==> config.mk <==
export PLATFORM = sky130hd
export DESIGN_NAME = dp_ram_stream_reader_flat
export DESIGN_NICKNAME = d
export VERILOG_FILES = /design/src/rtl/dp_ram_stream_reader_if.sv /design/src/rtl/dp_ram_stream_reader.sv /design/src/flat_wrapper.sv
export SDC_FILE = /design/constraint.sdc
export NUM_CORES = 1
export LEC_CHECK = 0
export BUFFER_PORTS_ARGS = -buffer_cell sky130_fd_sc_hd__buf_2
export CAP_MARGIN = 20
export CELL_PAD_IN_SITES_DETAIL_PLACEMENT = 0
export CELL_PAD_IN_SITES_GLOBAL_PLACEMENT = 2
export CORE_MARGIN = 8
export CORE_UTILIZATION = 32
export DETAILED_ROUTE_END_ITERATION = 7
export PLACE_DENSITY_LB_ADDON = 0.25
export SYNTH_ARGS = -nofsm -noshare
export SYNTH_HDL_FRONTEND = slang
export SYNTH_SLANG_ARGS = --single-unit
export TNS_END_PERCENT = 20
==> constraint.sdc <==
create_clock -name clk -period 3.58 [get_ports clk]
set_clock_uncertainty 0.1 [all_clocks]
set_input_delay 0.179 -clock clk [delete_from_list [all_inputs] [get_ports clk]]
set_output_delay 0.179 -clock clk [all_outputs]
set_load 0.01 [all_outputs]
==> src/rtl/dp_ram_stream_reader_if.sv <==
// Bundle between the stream reader, its RAM read port, the job controller and the consumer.
// master: the reader (drives busy/done, RAM address/strobe and the output stream);
// slave: the surroundings (drive start/base/len, RAM data and out_ready).
interface dp_ram_stream_reader_if #(
    parameter int WIDTH = 32,
    parameter int DEPTH = 10
);
    logic             start;
    logic [DEPTH-1:0] base;
    logic [DEPTH:0]   len;
    logic             busy;
    logic             done;
    logic [DEPTH-1:0] ram_a;
    logic             ram_rd;
    logic [WIDTH-1:0] ram_q;
    logic [WIDTH-1:0] out_data;
    logic             out_valid;
    logic             out_ready;

    modport master (
        input  start, base, len, ram_q, out_ready,
        output busy, done, ram_a, ram_rd, out_data, out_valid
    );

    modport slave (
        output start, base, len, ram_q, out_ready,
        input  busy, done, ram_a, ram_rd, out_data, out_valid
    );
endinterface

==> src/rtl/dp_ram_stream_reader.sv <==
// Sweeps len words from base over a 1-cycle-latency RAM read port into a valid/ready stream.
// Ports: clk, rst (sync, active-high), bus (dp_ram_stream_reader_if.master).
module dp_ram_stream_reader #(
    parameter int WIDTH = 32,
    parameter int DEPTH = 10
) (
    input  logic                   clk,
    input  logic                   rst,
    dp_ram_stream_reader_if.master bus
);
    typedef enum logic [1:0] {IDLE, RUN, DRAIN, FIN} state_t;

    state_t           state_q, state_d;
    logic [DEPTH-1:0] base_q, base_d;
    logic [DEPTH:0]   len_q, len_d;
    logic [DEPTH:0]   issued_q, issued_d;
    logic             infl_q;
    logic [WIDTH-1:0] buf_q [2];
    logic             head_q;
    logic [1:0]       occ_q;
    logic             pop;
    logic             room;
    logic             rd;

    assign pop = (occ_q != 2'd0) & bus.out_ready;

    // A read may issue only if its word will still fit when it lands,
    // counting the word already in flight and the one leaving this cycle.
    assign room = (3'(occ_q) + 3'(infl_q)) < (3'd2 + 3'(pop));

    always_comb begin
        state_d  = state_q;
        base_d   = base_q;
        len_d    = len_q;
        issued_d = issued_q;
        rd       = 1'b0;
        unique case (state_q)
            IDLE: begin
                if (bus.start) begin
                    base_d   = bus.base;
                    len_d    = bus.len;
                    issued_d = '0;
                    state_d  = (bus.len == '0) ? FIN : RUN;
                end
            end
            RUN: begin
                if ((issued_q < len_q) && room) begin
                    rd       = 1'b1;
                    issued_d = issued_q + (DEPTH+1)'(1);
                    if (issued_d == len_q) state_d = DRAIN;
                end
            end
            DRAIN: begin
                // all reads issued: the last word leaves when it is alone
                if (pop && (occ_q == 2'd1) && !infl_q) state_d = FIN;
            end
            FIN: begin
                state_d = IDLE;
            end
            default: state_d = IDLE;
        endcase
    end

    always_ff @(posedge clk) begin
        if (rst) begin
            state_q  <= IDLE;
            base_q   <= '0;
            len_q    <= '0;
            issued_q <= '0;
            infl_q   <= 1'b0;
            buf_q[0] <= '0;
            buf_q[1] <= '0;
            head_q   <= 1'b0;
            occ_q    <= 2'd0;
        end else begin
            state_q  <= state_d;
            base_q   <= base_d;
            len_q    <= len_d;
            issued_q <= issued_d;
            infl_q   <= rd;
            // tail slot is head+occ; with a same-cycle pop this is still
            // the slot behind the new head, so ordering is kept
            if (infl_q) buf_q[head_q ^ occ_q[0]] <= bus.ram_q;
            if (pop) head_q <= ~head_q;
            occ_q <= occ_q + 2'(infl_q) - 2'(pop);
        end
    end

    assign bus.ram_rd    = rd;
    assign bus.ram_a     = base_q + issued_q[DEPTH-1:0];
    assign bus.out_valid = (occ_q != 2'd0);
    assign bus.out_data  = buf_q[head_q];
    assign bus.busy      = (state_q != IDLE);
    assign bus.done      = (state_q == FIN);
endmodule

==> src/flat_wrapper.sv <==
// flat-port wrapper written by rule: the top's interface ports become plain ports
module dp_ram_stream_reader_flat 
#(
    parameter int WIDTH = 32,
    parameter int DEPTH = 10
)
  (clk, rst, bus_start, bus_base, bus_len, bus_ram_q, bus_out_ready, bus_busy, bus_done, bus_ram_a, bus_ram_rd, bus_out_data, bus_out_valid);
  dp_ram_stream_reader_if #(.WIDTH(WIDTH), .DEPTH(DEPTH)) bus_i ();
  input  logic clk;
  input  logic rst;
  input wire logic [$bits(bus_i.start)-1:0] bus_start;
  input wire logic [$bits(bus_i.base)-1:0] bus_base;
  input wire logic [$bits(bus_i.len)-1:0] bus_len;
  input wire logic [$bits(bus_i.ram_q)-1:0] bus_ram_q;
  input wire logic [$bits(bus_i.out_ready)-1:0] bus_out_ready;
  output wire logic [$bits(bus_i.busy)-1:0] bus_busy;
  output wire logic [$bits(bus_i.done)-1:0] bus_done;
  output wire logic [$bits(bus_i.ram_a)-1:0] bus_ram_a;
  output wire logic [$bits(bus_i.ram_rd)-1:0] bus_ram_rd;
  output wire logic [$bits(bus_i.out_data)-1:0] bus_out_data;
  output wire logic [$bits(bus_i.out_valid)-1:0] bus_out_valid;
  assign bus_i.start = bus_start;
  assign bus_i.base = bus_base;
  assign bus_i.len = bus_len;
  assign bus_i.ram_q = bus_ram_q;
  assign bus_i.out_ready = bus_out_ready;
  assign bus_busy = bus_i.busy;
  assign bus_done = bus_i.done;
  assign bus_ram_a = bus_i.ram_a;
  assign bus_ram_rd = bus_i.ram_rd;
  assign bus_out_data = bus_i.out_data;
  assign bus_out_valid = bus_i.out_valid;
  dp_ram_stream_reader #(.WIDTH(WIDTH), .DEPTH(DEPTH)) u_core (.clk(clk), .rst(rst), .bus(bus_i));
endmodule
=== Word-level counts from Yosys, hierarchy flattened ===
Memory sizes are Yosys's and may differ from the RTL's. A register that Yosys moved wholly into a read port is not among the register bits.
Cells that the tools add are included.

* Output and inout port bits: 46
* Memories: 1
* Bits in registers: 38
* RAM bits: 64
* Word-level logic and storage cells: 62
* Input port bits: 57

{| class="wikitable"
|+ Memory list
! name !! depth !! width !! rd ports !! clocked after Yosys merged registers in !! write ports !! RTL line !! RTL
|-
| u_core.buf_q || 2 || 32 || 1 || 1 || 2 || dp_ram_stream_reader.sv:18 || <nowiki>logic [WIDTH-1:0] buf_q [2];</nowiki>
|}

* Equality and inequality tests: 9
* Muxes and demuxes: 21
* Add/subtract/negate cells: 6
* Bitwise operators: 3
* $lt $le $gt $ge: 2
* Reductions and logical operators: 13

{| class="wikitable"
|+ Operators with widths
! operator !! count
|-
| 2-to-1 mux 32 bit || 1
|-
| OR reduction 32 bit || 1
|-
| 2-to-1 mux 11 bit || 2
|-
| case mux 11 bit (2 select lines) || 1
|-
| adder 11 x 1 -> 11 bit, second input constant || 1
|-
| equality test 11 bit || 1
|-
| zero test 11 bit || 1
|-
| less-than comparator 11 bit || 1
|-
| 2-to-1 mux 1 bit || 11
|-
| adder 10 bit || 1
|-
| 2-to-1 mux 2 bit || 5
|-
| case mux 2 bit (4 select lines) || 1
|-
| inequality test 2 x 1 -> 1 bit, second input constant || 3
|-
| nonzero test 2 bit || 3
|-
| equality test 2 x 1 -> 1 bit, second input constant || 2
|-
| equality test 2 bit, second input constant || 2
|-
| AND reduction 4 bit || 1
|-
| adder 2 x 1 -> 3 bit || 1
|-
| adder 2 x 1 -> 3 bit, first input constant || 1
|-
| logical AND 1 bit || 3
|-
| less-than comparator 3 bit || 1
|-
| AND reduction 3 bit || 1
|-
| adder 2 x 1 -> 2 bit || 1
|-
| zero test 2 bit || 1
|-
| other kinds (7) || 7
|}

=== Depth between registers and ports, before layout ===
Gate-level depths: netlist of the first run.

* Word-level depth: 7
* Depth in mapped cells: 9
* Gate-level depth less buffers: 8

=== Least setup slack after synthesis of the first run ===
OpenSTA, ideal clock, no wires.

* Kind: reg-to-reg
* Start: reg u_core.occ_q[0]
* End: mem u_core.buf_q[0][0], enable pin
* Slack: 0.194 ns
* Path buffers: 0
* Stages on the path, launching flop included: 3
* Setup time: 0.466 ns
* Arrival time: 2.820 ns
* Data required time: 3.014 ns
* Period minus slack after synthesis: 3.386 ns
* Cell sequence: dfxtp_1 > xor2_1 > o21ai_0

{| class="wikitable"
|+ RTL lines
! what !! RTL line !! RTL
|-
| start, declared || dp_ram_stream_reader.sv:20 || <nowiki>logic [1:0] occ_q;</nowiki>
|-
| start signal, assigned || dp_ram_stream_reader.sv:85 || <nowiki>occ_q <= occ_q + 2'(infl_q) - 2'(pop);</nowiki>
|-
| end, declared || dp_ram_stream_reader.sv:18 ||
|}

=== Worst setup path in the final report of the first run ===
* Start: reg u_core.issued_q[0]
* End: out bus_ram_a[8]

* Longest elaborated chain between the ends: 1

{| class="wikitable"
|+ Ends and longest elaborated chain
! what !! RTL line !! RTL
|-
| start, declared || dp_ram_stream_reader.sv:16 || <nowiki>logic [DEPTH:0] issued_q, issued_d;</nowiki>
|-
| start signal, assigned || dp_ram_stream_reader.sv:79 || <nowiki>issued_q <= issued_d;</nowiki>
|-
| adder 10 bit || dp_ram_stream_reader.sv:90 || <nowiki>assign bus.ram_a = base_q + issued_q[DEPTH-1:0];</nowiki>
|-
| end, declared || flat_wrapper.sv:18 || <nowiki>output wire logic [$bits(bus_i.ram_a)-1:0] bus_ram_a;</nowiki>
|}

No other way between the ends.

==> results of run 1 <==
==> synthesized netlist by cell type, types with 8 or more instances <==
library cell and count:
and2_1 65, edfxtp_1 64, nand2_1 58, dfxtp_1 39, a21oi_1 35, mux2_2 32
ha_1 30, inv_1 23, nor2_1 18, clkbuf_1 17, xnor2_1 15, o21ai_0 13
xor2_1 11, nor3_1 10, a311oi_1 8, nand3_1 8
==> flip-flops by register name, summed over array words and instances, names as in the netlist, named ones only <==
| signal | cells |
|---|---|
| u_core.buf_q | 64 |
| u_core.issued_q | 11 |
| u_core.len_q | 11 |
| u_core.base_q | 10 |
| u_core.occ_q | 2 |
| u_core.state_q | 2 |
| u_core.head_q | 1 |
| u_core.infl_q | 1 |
==> cell families after synthesis <==
logic type	Yosys count	synth area share, %
adders and majority gates	31	7.09
xor gates and xnor gates	26	4.08
AOI/OAI and AO/OA	97	11.5
buffers and inverters	49	3.72
and+or+nand+nor	195	18.8
muxes	32	6.46
DFF	103	48.4
==> worst max path at each step <==
| stage | startpoint | to | cells past startpoint |
|---|---|---|---|
| floorplan | u_core.occ_q[0] | u_core.buf_q[0][0] | 2 |
| global placement | u_core.issued_q[0] | bus_ram_a[8] | 9 |
| detailed placement | u_core.issued_q[1] | u_core.issued_q[3] | 7 |
| CTS | u_core.issued_q[0] | bus_ram_a[8] | 9 |
| global route | u_core.issued_q[0] | bus_ram_a[8] | 9 |
| finish | u_core.issued_q[0] | bus_ram_a[8] | 9 |
==> timing repair <==
item | in CTS | in global routing
buffers inserted | 0 | 0
hold endpoints to repair | 31 | 0
hold buffers | 28 | 0
resized for setup | 0 | 0
==> per-stage QoR <==
stage	power, mW	setup slack [ps]	hold slack, ps
6_report	3.78	705	10.3
5_1_grt	4.02	535	3.55
4_1_cts	3.82	664	0.187
3_5_place_dp	2.81	976	332
3_3_place_gp	2.80	1080	327
2_1_floorplan	2.35	194	215
==> cell type report <==
type | instances | area share (%)
Tap cell | 225 | 4.03
Timing Repair Buffer | 144 | 13.4
Multi-Input combinational cell | 381 | 38.6
Clock buffer | 9 | 3.22
Inverter | 23 | 1.24
Sequential cell | 103 | 38.7
Clock inverter | 7 | 0.877
==> routing by layer <==
metal  share of wire [%]  track usage (%)  vias to the layer above
met5                   0                0                        -
met4                 2.3             6.17                        0
met3                 7.0             3.40                       27
met2                  45             22.2                      135
met1                  46             18.1                     2076
li1                    -                -                     2180
==> power breakdown <==
group          internal [mW]  leakage [nW]  switching (mW)  total, mW
registers               1.43         0.983          0.0931       1.53
logic                  0.534          1.81           0.742       1.28
clock network          0.489         0.141           0.487      0.976
total                   2.46          2.93            1.32       3.78
==> results.json, run 1 <==
{
  "cpPeakStageDelay_ps": 420,
  "hold_class": "primary input to register",
  "io-pin-count": 103,
  "ant_nets": 0,
  "dieArea_mm2": 0.0219,
  "hold_viol": 0,
  "grt_pass1_wl_mm": 24.4,
  "cp.required_ps": 3300,
  "num_vias": 4418,
  "fin_util_pct": 40.7,
  "drive_gt1_share_pct": 25.8,
  "fin_area_mm2": 0.00699,
  "placed_cell_area_mm2": 0.00637,
  "cp_slowest_cell": "dfxtp_1",
  "worstSkewPairLatency_ps": 350,
  "finalCritPeriodShare_pct": 80.3,
  "worstPathArrival_ps": 2600,
  "p_leak_nw": 2.93,
  "cp_top_family": "compound AO/OA/AOI/OAI gates",
  "die_y_um": 148,
  "std_cell_rows": 48,
  "yosysSeqAreaShare_pct": 48.4,
  "drtPass1Iterations": 4,
  "initial_utilization_pct": 32.5,
  "root_buffer": "clkbuf_16",
  "p_per_area_mw_per_mm2": 540,
  "whs_path_depth": 2,
  "crit_path_frequent_cell": "a21oi_1",
  "max-clock-path-buffers": 2,
  "rrSetupSlack_ps": 930,
  "ir_worst_vdd_mv": 0.240,
  "fin_cells": 892,
  "wire_per_inst_um": 16.9,
  "syn_area_mm2": 0.00558,
  "fmax_mhz": 348,
  "min_from": "bus_ram_q[8]",
  "drc": 0,
  "status": "finished, final reports clean",
  "worstMarginPinSlew_ps": 602,
  "nFillCells": 1728,
  "chipWidth_um": 148,
  "crit_type": "register to output pin",
  "grt_pass1_vias": 4630,
  "core-area_mm2": 0.0172,
  "max_cap_violations": 0,
  "synth_top_cell_by_area": "edfxtp_1",
  "reg2reg_from": "u_core.issued_q[1]",
  "seq_area_mm2": 0.00270,
  "dp.cells": 846,
  "place_hpwl_mm": 10.8,
  "antenna_cells": 0,
  "layout_commonest_cell": "buf_2",
  "r2r_cells": 7,
  "ys_ff_latch": 103,
  "ys.flop_type": "edfxtp_1",
  "antenna_found_initial": 0,
  "post-route-min-period_ps": 2880,
  "relSlewSlack_pct": 59.5,
  "cts_tree": "built",
  "fin_setup_tns_ps": 0,
  "synth_fp_nets": 621,
  "synth_edf_count": 64,
  "cp_cell_sequence": "ha_1 > fa_1 > a21o_1 > a21oi_1 > o21bai_1 > a21oi_1 > o21ai_0 > xor2_1 > buf_2",
  "multi_input_area_mm2": 0.00270,
  "ys_top_cells_by_area": "edfxtp_1, dfxtp_1, and2_1",
  "cp-end-kind": "output pin",
  "async_reset_ff_share_pct": 0,
  "maxSlewViolCount": 0,
  "port_buffers": 102,
  "place.gp.congestion": 0.818,
  "fin_nets": 750,
  "r2r_end": "u_core.issued_q[3]",
  "path_buf_inv": 1,
  "synth_area_per_cell_um2": 10.5,
  "drtIter0Drc": 280,
  "rsz0062_at_grt": "no",
  "synth_cells": 533,
  "clkTransAtPathRegs_ps": 80,
  "critPathLaunchType": "register",
  "wirelength_mm": 15.1,
  "finalSetupViolCount": 0,
  "globalRouteOverflowTotal": 0,
  "htreeDepth": 3,
  "syn_to_final_growth_pct": 25.3,
  "grt_max_degree": 43,
  "layout_common_cells": "buf_2, and2_1, edfxtp_1, nand2_1, dfxtp_1",
  "cts_buffers": 9,
  "cts_sinks": 103,
  "ys_warn_count": 0,
  "synthDistinctLibCells": 62,
  "path_max_fanout": 8,
  "worstHoldEndpoint": "u_core.buf_q[0][8]",
  "synth_top_area_share_pct": 34.4,
  "viasPerCell": 4.95,
  "grtUsageTotal_pct": 14.1
}
Note: power is estimated with default switching activity, not from simulation.
==> inputs of run 2 (changes only) <==
==> constraint.sdc (replaced) <==
create_clock -name clk -period 2.5 [get_ports clk]
set_clock_uncertainty 0.1 [all_clocks]
set_input_delay 0.125 -clock clk [delete_from_list [all_inputs] [get_ports clk]]
set_output_delay 0.125 -clock clk [all_outputs]
set_load 0.01 [all_outputs]
==> run 2 against run 1 <==
  * Core utilization increased by 2.7 points
  * Sequential power increased by 42%
  * Routed wire length increased by 3.2%
  * Sequential cell count unchanged
  * Clock power is 39% higher
  * Sequential share of layout area down 2.2 points
  * Cell count up 4.5%
  * First-iteration DRC count down 29%
  * Final area increased by 6.5%
  * Total power rose by 46%
  * Critical path depth did not move
  * Via count grew 2.9%
  * Largest cell class is now multi-input combinational cells
  * Largest power group unchanged
==> results.json, run 2 (synthesized netlist as in run 1, its figures left out) <==
{
  "port_buffers": 102,
  "fin_util_pct": 43.4,
  "clkTransAtPathRegs_ps": 70,
  "min_from": "bus_out_ready",
  "drive_gt1_share_pct": 29.0,
  "drtIter0Drc": 200,
  "viasPerCell": 4.88,
  "syn_to_final_growth_pct": 33.5,
  "grt_max_degree": 43,
  "fmax_mhz": 412,
  "root_buffer": "clkbuf_16",
  "hold_class": "primary input to register",
  "initial_utilization_pct": 32.5,
  "ir_worst_vdd_mv": 0.357,
  "place_hpwl_mm": 11.2,
  "cts_sinks": 103,
  "top_register": "u_core.buf_q",
  "total_power_mw": 5.53,
  "placed_cell_area_mm2": 0.00651,
  "seq_area_mm2": 0.00271,
  "place.gp.congestion": 0.810,
  "reg_top3": "u_core.buf_q (64), u_core.issued_q (11), u_core.len_q (11)",
  "cp.required_ps": 2280,
  "wirelength_mm": 15.6,
  "cp-end-kind": "output pin",
  "hold_viol": 0,
  "maxSlewViolCount": 0,
  "core-area_mm2": 0.0172,
  "post-route-min-period_ps": 2420,
  "p_per_area_mw_per_mm2": 743,
  "worstMarginPinSlew_ps": 497,
  "drtPass1Iterations": 4,
  "relSlewSlack_pct": 66.4,
  "path_max_fanout": 2,
  "io-pin-count": 103,
  "largest_reg_flops": 64,
  "critPathLaunchType": "register",
  "status": "finished, final reports clean",
  "antenna_cells": 0,
  "fin_cells": 932,
  "whs_path_depth": 4,
  "max-clock-path-buffers": 2,
  "p_leak_nw": 3.11,
  "fin_nets": 790,
  "cts_buffers": 9,
  "ant_nets": 0,
  "grt_pass1_vias": 4607,
  "layout_common_cells": "buf_2, and2_1, edfxtp_1, nand2_1, dlygate4sd3_1",
  "max_cap_violations": 0,
  "rrSetupSlack_ps": 160,
  "finalSetupViolCount": 0,
  "die_y_um": 148,
  "reg2reg_from": "u_core.len_q[4]",
  "drc": 0,
  "worstPathArrival_ps": 2200,
  "chipWidth_um": 148,
  "r2r_cells": 8,
  "dp.cells": 859,
  "htreeDepth": 3,
  "globalRouteOverflowTotal": 0,
  "wire_per_inst_um": 16.7,
  "layout_commonest_cell": "buf_2",
  "worstHoldEndpoint": "u_core.head_q",
  "grt_pass1_wl_mm": 24.8,
  "rsz0062_at_grt": "yes",
  "crit_type": "register to output pin",
  "cts_tree": "built",
  "multi_input_area_mm2": 0.00279,
  "grtUsageTotal_pct": 14.3,
  "std_cell_rows": 48,
  "fin_area_mm2": 0.00745,
  "nFillCells": 1722,
  "finalCritPeriodShare_pct": 97.0,
  "r2r_end": "u_core.issued_q[3]",
  "worstSkewPairLatency_ps": 350,
  "num_vias": 4547,
  "antenna_found_initial": 0,
  "dieArea_mm2": 0.0219
}
[run 2: timing repair]
action | in CTS | in global routing
endpoints found under the hold margin | 85 | 0
pin swaps | 2 | 9
gates resized for setup | 7 | 17
buffers inserted | 1 | 3
setup endpoints to repair | 7 | 12
hold buffers | 53 | 0
[run 2: area by class of cell]
| cell class | count | share of cell area (%) |
|---|---|---|
| timing repair buffer | 184 | 17.4 |
| inverter | 23 | 1.16 |
| sequential | 103 | 36.4 |
| clock inverter | 6 | 0.655 |
| multi-input combinational | 381 | 37.5 |
| clock buffer | 10 | 3.07 |
| tap | 225 | 3.78 |
[run 2: through the flow]
| step | setup WS [ps] | hold WS (ps) | TNS (ps) |
|---|---|---|---|
| floorplan | -12.5 | 161 | -399 |
| global placement | 68.1 | 271 | 0 |
| detailed placement | 6.11 | 274 | 0 |
| CTS | 1.52 | 161 | 0 |
| global route | -33.7 | 195 | -48.7 |
| finish | 75.2 | 182 | 0 |
[run 2: worst max-delay path: stages (launching register included)]
cell	delay, ps
dfxtp_2	340
ha_4	160
fa_2	340
a21o_1	170
a21oi_2	140
o21bai_1	100
a21oi_2	180
o21ai_1	110
xor2_1	170
buf_2	150
[run 2: worst max-delay path by stage]
stage                       startpoint                  to  slack, ps  depth (start not counted)
global route          u_core.base_q[0]        bus_ram_a[8]        -30                          9
detailed placement     u_core.len_q[4]  u_core.issued_q[3]          6                          8
floorplan              u_core.occ_q[0]  u_core.buf_q[1][0]        -10                          2
global placement    u_core.issued_q[1]   u_core.state_q[0]         70                          7
CTS                   u_core.len_q[10]  u_core.issued_q[3]          2                          8
finish              u_core.issued_q[0]        bus_ram_a[8]         80                          9
[run 2: where the power goes]
part | switching (mW) | total [mW] | internal [mW]
Clock | 0.663 | 1.36 | 0.693
Combinational | 1.14 | 2.00 | 0.863
Sequential | 0.119 | 2.17 | 2.05
[run 2: per-layer routing]
layer | vias to the layer above | share of wire (%) | wire length [µm] | global-route usage, %
met2 | 94 | 45 | 7020 | 22.3
met5 | - | 0 | 0 | 0
met4 | 0 | 1.3 | 196 | 5.00
li1 | 2246 | - | - | -
met3 | 10 | 4.7 | 730 | 2.55
met1 | 2197 | 49 | 7640 | 19.6
